<file path="src/rtl/bank_arb_resp_demux.sv">
// -----------------------------------------------------------------------------
// bank_arb_resp_demux
//
// Sits in front of one TCDM bank. Arbitrates among NumIn master requests with a
// round-robin arbiter, forwards the winner's request to the bank, carries the
// winner's index through a RespLat-deep pipeline and raises vld_o only for the
// master whose response is returning. The bank read data is broadcast to all
// masters, and each master qualifies it with its own vld_o bit.
//
// Parameters:
//   NumIn         number of requesting masters (>= 1)
//   ReqDataWidth  request payload width (address/wdata/be packed by caller)
//   RespDataWidth response payload width
//   RespLat       bank response latency in cycles (>= 1)
//   WriteRespOn   when set, writes also produce a vld_o pulse
//
// Ports:
//   clk_i, rst_i    clock; synchronous active-high reset
//   req_i, wen_i    per-master request and write enable
//   data_i          per-master request payload
//   gnt_o           per-master grant, one-hot or zero
//   vld_o           per-master response valid, one-hot or zero
//   rdata_o         bank read data replicated to every master
//   req_o           request to the bank (OR of all requests)
//   wen_o, data_o   winner's write enable and payload (index 0 when idle)
//   gnt_i           bank grant
//   rdata_i         bank read data, valid RespLat cycles after the handshake
//
// Optional feature (macro BANK_ARB_CONFLICT_CNT_EN):
//   conflict_cnt_o  16-bit saturating count of cycles with two or more
//                   simultaneous requests
// -----------------------------------------------------------------------------
module bank_arb_resp_demux #(
  parameter int unsigned NumIn         = 8,
  parameter int unsigned ReqDataWidth  = 32,
  parameter int unsigned RespDataWidth = 32,
  parameter int unsigned RespLat       = 1,
  parameter bit          WriteRespOn   = 1'b1
) (
  input  logic                                  clk_i,
  input  logic                                  rst_i,
  input  logic [NumIn-1:0]                      req_i,
  input  logic [NumIn-1:0]                      wen_i,
  input  logic [NumIn-1:0][ReqDataWidth-1:0]    data_i,
  output logic [NumIn-1:0]                      gnt_o,
  output logic [NumIn-1:0]                      vld_o,
  output logic [NumIn-1:0][RespDataWidth-1:0]   rdata_o,
  output logic                                  req_o,
  output logic                                  wen_o,
  output logic [ReqDataWidth-1:0]               data_o,
  input  logic                                  gnt_i,
  input  logic [RespDataWidth-1:0]              rdata_i
`ifdef BANK_ARB_CONFLICT_CNT_EN
  ,
  output logic [15:0]                           conflict_cnt_o
`endif
);

  localparam int unsigned IdxW = (NumIn > 1) ? $clog2(NumIn) : 1;

  logic [IdxW-1:0]    winner;
  logic [IdxW-1:0]    last_idx;
  logic               hs;
  logic               stage_vld;
  logic [RespLat-1:0] vld_q;

  assign req_o = |req_i;
  assign hs    = req_o & gnt_i;

  // Winner selection only looks at req_i and the pointer, so gnt_i never
  // feeds back into the choice of master.
  assign wen_o  = wen_i[winner];
  assign data_o = data_i[winner];

  // Writes are filtered out of the response stream unless WriteRespOn is set.
  assign stage_vld = hs & (~wen_o | WriteRespOn);

  generate
    if (NumIn == 1) begin : g_single
      assign winner   = '0;
      assign last_idx = '0;
    end else begin : g_rr
      localparam int unsigned CW = IdxW + 1;

      logic [IdxW-1:0]               rr_q;
      logic [IdxW-1:0]               rr_d;
      logic [CW-1:0]                 cand;
      logic                          found;
      logic [RespLat-1:0][IdxW-1:0]  idx_q;

      // Cyclic scan starting at rr_q; the first requesting index wins.
      // NOTE: every signal driven here gets a default first, otherwise paths
      // that skip an assignment would infer a latch.
      always_comb begin
        winner = '0;
        found  = 1'b0;
        cand   = '0;
        for (int unsigned k = 0; k < NumIn; k++) begin
          cand = {1'b0, rr_q} + CW'(k);
          if (cand >= CW'(NumIn)) cand = cand - CW'(NumIn);
          if (!found && req_i[cand[IdxW-1:0]]) begin
            winner = cand[IdxW-1:0];
            found  = 1'b1;
          end
        end
      end

      // The pointer only moves on a handshake, so a stalled master keeps its
      // priority until it is served.
      always_comb begin
        rr_d = rr_q;
        if (hs) rr_d = (winner == IdxW'(NumIn - 1)) ? '0 : winner + IdxW'(1);
      end

      // NOTE: sequential state uses non-blocking assignments so that every
      // register samples pre-edge values regardless of statement order.
      always_ff @(posedge clk_i) begin
        if (rst_i) begin
          rr_q  <= '0;
          idx_q <= '0;
        end else begin
          rr_q     <= rr_d;
          idx_q[0] <= winner;
          for (int unsigned s = 1; s < RespLat; s++) idx_q[s] <= idx_q[s-1];
        end
      end

      assign last_idx = idx_q[RespLat-1];
    end
  endgenerate

  // NOTE: the response pipeline is reset, not just its valid bits' consumer,
  // so that in-flight responses are dropped cleanly on a mid-operation reset.
  always_ff @(posedge clk_i) begin
    if (rst_i) begin
      vld_q <= '0;
    end else begin
      vld_q[0] <= stage_vld;
      for (int unsigned s = 1; s < RespLat; s++) vld_q[s] <= vld_q[s-1];
    end
  end

  always_comb begin
    gnt_o         = '0;
    gnt_o[winner] = hs;
  end

  // Decoded straight from the last pipeline register, so vld_o is glitch-free
  // and lands exactly RespLat cycles after the handshake.
  always_comb begin
    vld_o           = '0;
    vld_o[last_idx] = vld_q[RespLat-1];
  end

  assign rdata_o = {NumIn{rdata_i}};

`ifdef BANK_ARB_CONFLICT_CNT_EN
  logic [15:0] conflict_cnt_q;

  always_ff @(posedge clk_i) begin
    if (rst_i) begin
      conflict_cnt_q <= '0;
    end else if (($countones(req_i) >= 2) && (conflict_cnt_q != 16'hFFFF)) begin
      conflict_cnt_q <= conflict_cnt_q + 16'd1;
    end
  end

  assign conflict_cnt_o = conflict_cnt_q;
`endif

endmodule

</file>
<file path="config.mk">
export PLATFORM = sky130hd
export DESIGN_NAME = bank_arb_resp_demux
export DESIGN_NICKNAME = d
export VERILOG_FILES = /design/src/rtl/bank_arb_resp_demux.sv
export SDC_FILE = /design/constraint.sdc
export NUM_CORES = 1
export LEC_CHECK = 0
export CAP_MARGIN = 10
export CORE_AREA = 3 3 240 242
export DETAILED_ROUTE_END_ITERATION = 6
export DIE_AREA = 0 0 243 245
export MAX_ROUTING_LAYER = met4
export PLACE_DENSITY = 0.44
export RECOVER_POWER = 50
export SYNTH_ARGS = -nofsm -noshare
export SYNTH_HDL_FRONTEND = slang
export SYNTH_SLANG_ARGS = --single-unit
</file>
<file path="constraint.sdc">
create_clock -name clk_i -period 5.15 [get_ports clk_i]
set_input_delay 0.7725 -clock clk_i [delete_from_list [all_inputs] [get_ports clk_i]]
set_output_delay 0.7725 -clock clk_i [all_outputs]
set_load 0.005 [all_outputs]
</file>
==> results.yml <==
clocking:
  clk_pin_slew_ns: 0.04
  clk_latency_ns: 0.23
  root_buffer: "clkbuf_16"
  clock_sinks: 7
  cts_buffer_depth: 2
  cts_tree: "yes"
  htree_levels: 1
  numCtsBuffers: 3
die:
  dieArea_um2: 59500
  start_util_pct: 10.3
  die_x_um: 243
  core_um2: 55300
  die_y_um: 245
  rows: 86
  pin_count: 613
sta:
  hold_viol_final: 0
  slew_viol_final: 0
  tightest_slew_ns: 0.567
  finalSetupViolations: 0
  slew_headroom_pct: 62.1
  fmax_ghz: 0.198
  tns_ns: 0
  period_share_pct: 98.3
  period_minus_slack_ns: 5.06
  skew_ns: 0.00210
global_route:
  met3_usage_pct: 3.66
  met2_usage_pct: 16.0
  grt_util_met1_pct: 9.04
  track_usage_pct: 8.82
  grt_pass1_vias: 5591
  grt-ovfl-total: 0
  antenna_found_initial: 0
  grt-busiest-layer: "met2"
  grt_max_degree: 40
  grt_pass1_wl_um: 38500
yosys:
  synth_edf_count: 0
  ys_ff_latch: 7
  async_flop_share_pct: 0
  ys_top_cells_by_area: "buf_4, mux2_2, mux2i_1"
  synth_cells: 723
  netlist_area_um2: 5720
  avgSynthCellArea_um2: 7.92
  synth_top_flop_cell: "dfxtp_1"
  netlist-cell-type-count: 59
  synth_top_cell_by_area: "buf_4"
  syn-num-nets: 1033
  ys_warn_count: 0
  ys_seq_area_share_pct: 2.45
  yosysTopAreaCellShare_pct: 34.2
finish:
  postLayoutCoreUtil_pct: 15.4
  drive_gt1_share_pct: 23.3
  n_fill_cell: 6377
  multi_input_area_um2: 3420
  regArea_um2: 140
  area_growth_pct: 48.7
  nNetsFinal: 1126
route:
  drtAntennaViolNets: 0
  via_per_inst: 3.43
  firstDrtPassIters: 4
  drt_iter0_markers: 184
  wl_um: 27700
  wl_per_cell_um: 17.7
  drc: 0
  routed-via-count: 5360
placed_design:
  port_buffers: 324
  globalplace.congestion: 0.871
  dpl.hpwl_um: 23800
critical_path:
  crit_cells: 14
  r2r-start: "g_rr.rr_q[1]$_SDFFE_PP0P_"
  startpoint_type: "primary input"
  crit_type: "in2out"
  worstRegToRegCells: 14
  path_delay_family: "buffers and inverters"
  arrival_ns: 4.29
  required_ns: 4.38
  crit_start: "req_i[0]"
  cp_cell_sequence: "dlygate4sd2_1, mux4_2, mux2_4, a31o_2, a21oi_1, o32ai_2, buf_4, buf_4, nand2b_4, buf_12, buf_12, o22ai_1, a211oi_2, clkdlybuf4s50_1"
  endpoint_kind: "output port"
  slowest_delay_ns: 0.56
  reg2reg_slack_ns: 2.00
  path_buf_inv: 6
  crit_path_end: "data_o[18]"
  cp_max_fo: 12
  slowest_stage: "mux4_2"
  worstReg2RegEnd: "g_rr.rr_q[2]$_SDFFE_PP0P_"
run_status:
  outcome: "finished, final reports clean"
power_and_ir_drop:
  irDropWorstVdd_mv: 0.352
  power.density_nw_per_um2: 811
  p_leak_nw: 3.02
flow_run:
  maxCapViolCount: 0
min_path:
  min_path_type: "reg2reg"
stage by stage:
| step | instances | hold slack (ns) | power [mW] | area [µm²] | setup slack (ns) |
|---|---|---|---|---|---|
| 6_report | 1564 | 0.708 | 6.91 | 8510 | 0.0875 |
| 5_1_grt | 1563 | 0.775 | 7.45 | 8510 | -0.00354 |
| 4_1_cts | 1563 | 0.711 | 7.05 | 8470 | 0.0721 |
| 3_5_place_dp | 1556 | 0.708 | 6.74 | 8330 | -0.308 |
| 3_3_place_gp | 1556 | 0.705 | 6.76 | 8330 | -0.366 |
| 2_1_floorplan | 723 | 0.837 | 3.72 | 5720 | 0.773 |
cells in the final DEF (no fill, tap or decap), types with 2 or more instances in the layout:
master,n
a211oi_1,2
a211oi_2,30
a21oi_1,7
a31oi_1,2
and2_4,2
and3_1,33
buf_12,16
buf_4,47
clkbuf_16,3
clkbuf_2,2
clkdlybuf4s50_1,316
clkinv_1,2
dfxtp_1,7
dlygate4sd2_1,6
ha_1,2
inv_1,3
inv_2,2
mux2_1,14
mux2_2,58
mux2i_1,56
mux4_2,10
nand2_1,80
nand2b_1,4
nand3_1,3
nor2_1,19
nor2b_1,3
nor3_1,9
nor4_1,3
o211ai_1,4
o21ai_0,3
o221ai_2,2
o22ai_1,29
o22ai_2,3
xnor2_1,2
how the worst min path moves through the flow:
stage / startpoint / endpoint / slack (ns) / cells after the start
floorplan: g_rr.rr_q[1]$_SDFFE_PP0P_ / g_rr.rr_q[1]$_SDFFE_PP0P_ / 0.84 / 4
global placement: g_rr.rr_q[1]$_SDFFE_PP0P_ / g_rr.rr_q[1]$_SDFFE_PP0P_ / 0.71 / 3
detailed placement: g_rr.rr_q[1]$_SDFFE_PP0P_ / g_rr.rr_q[1]$_SDFFE_PP0P_ / 0.71 / 3
CTS: g_rr.rr_q[1]$_SDFFE_PP0P_ / g_rr.rr_q[1]$_SDFFE_PP0P_ / 0.71 / 3
global route: g_rr.rr_q[1]$_SDFFE_PP0P_ / g_rr.rr_q[1]$_SDFFE_PP0P_ / 0.77 / 3
finish: g_rr.rr_q[1]$_SDFFE_PP0P_ / g_rr.rr_q[1]$_SDFFE_PP0P_ / 0.71 / 3
area by class of cell:
| type | instances | area share (%) |
|---|---|---|
| Multi-Input combinational cell | 409 | 40.2 |
| Inverter | 8 | 0.412 |
| Antenna cell | 1 | 0.0294 |
| Timing Repair Buffer | 387 | 45.8 |
| Sequential cell | 7 | 1.65 |
| Clock buffer | 4 | 0.926 |
| Tap cell | 748 | 11.0 |
flip-flops by register name, summed over array words and instances (netlist names):
| signal | count |
|---|---|
| g_rr.idx_q | 3 |
| vld_q | 1 |
| g_rr.rr_q | 3 |
routing by layer:
| layer | share of wire [%] | routed length, µm |
|---|---|---|
| met1 | 35 | 9740 |
| met2 | 51 | 14100 |
| met5 | 0 | 0 |
| met4 | 1.7 | 469 |
| met3 | 12 | 3390 |
synthesized netlist by cell type (2+ instances only):
master and instances:
o22ai_1 32, a211oi_2 30, xnor2_1 2, or2_1 2, ha_1 3, a21oi_1 7
o211ai_1 4, nand2b_1 5, mux2_1 15, inv_2 2, buf_2 19, nor4_1 4
nand2_1 80, and3_1 33, and2_1 2, nor2b_1 3, a31oi_1 2, buf_6 3
clkinv_1 2, o21ai_0 3, a211oi_1 2, mux4_2 10, dfxtp_1 7, inv_1 3
nor2_1 19, clkbuf_1 9, mux2_2 58, buf_4 261, nand3_1 4, mux2i_1 56
buf_8 5, nor3_1 9
what timing repair did:
action	in CTS	in global routing
pin swaps	4	0
hold buffers	0	0
cloned	0	0
resized for setup	19	11
setup endpoints to repair	33	32
setup buffers	3	0
power by group:
part	total [mW]	internal, mW	switching [mW]
Clock	0.130	0.103	0.0274
Sequential	0.0961	0.0727	0.0234
Combinational	6.68	3.62	3.06
Total	6.91	3.80	3.11
cells by family after synthesis:
kind of cell | share of synthesized area, %
AO/OA/AOI/OAI | 15.0
XOR/XNOR | 0.743
adder cells (fa/ha/maj) | 0.656
buffers and inverters | 39.4
flip-flops | 2.45
multiplexers | 28.1
AND/OR/NAND/NOR | 13.7
worst reg2reg max path, stage by stage, from the launching register on:
cell      delay (ns)
dfxtp_1         0.32
inv_1           0.09
ha_4            0.35
buf_4           0.19
mux2i_1         0.26
mux2i_1         0.11
o221ai_2        0.35
nand2_1         0.14
o32ai_1         0.37
o22a_4          0.24
inv_6           0.06
ha_1            0.22
xor2_1          0.16
mux2i_1         0.12
nor2_1          0.05
Note: power is estimated with default switching activity, not from simulation.
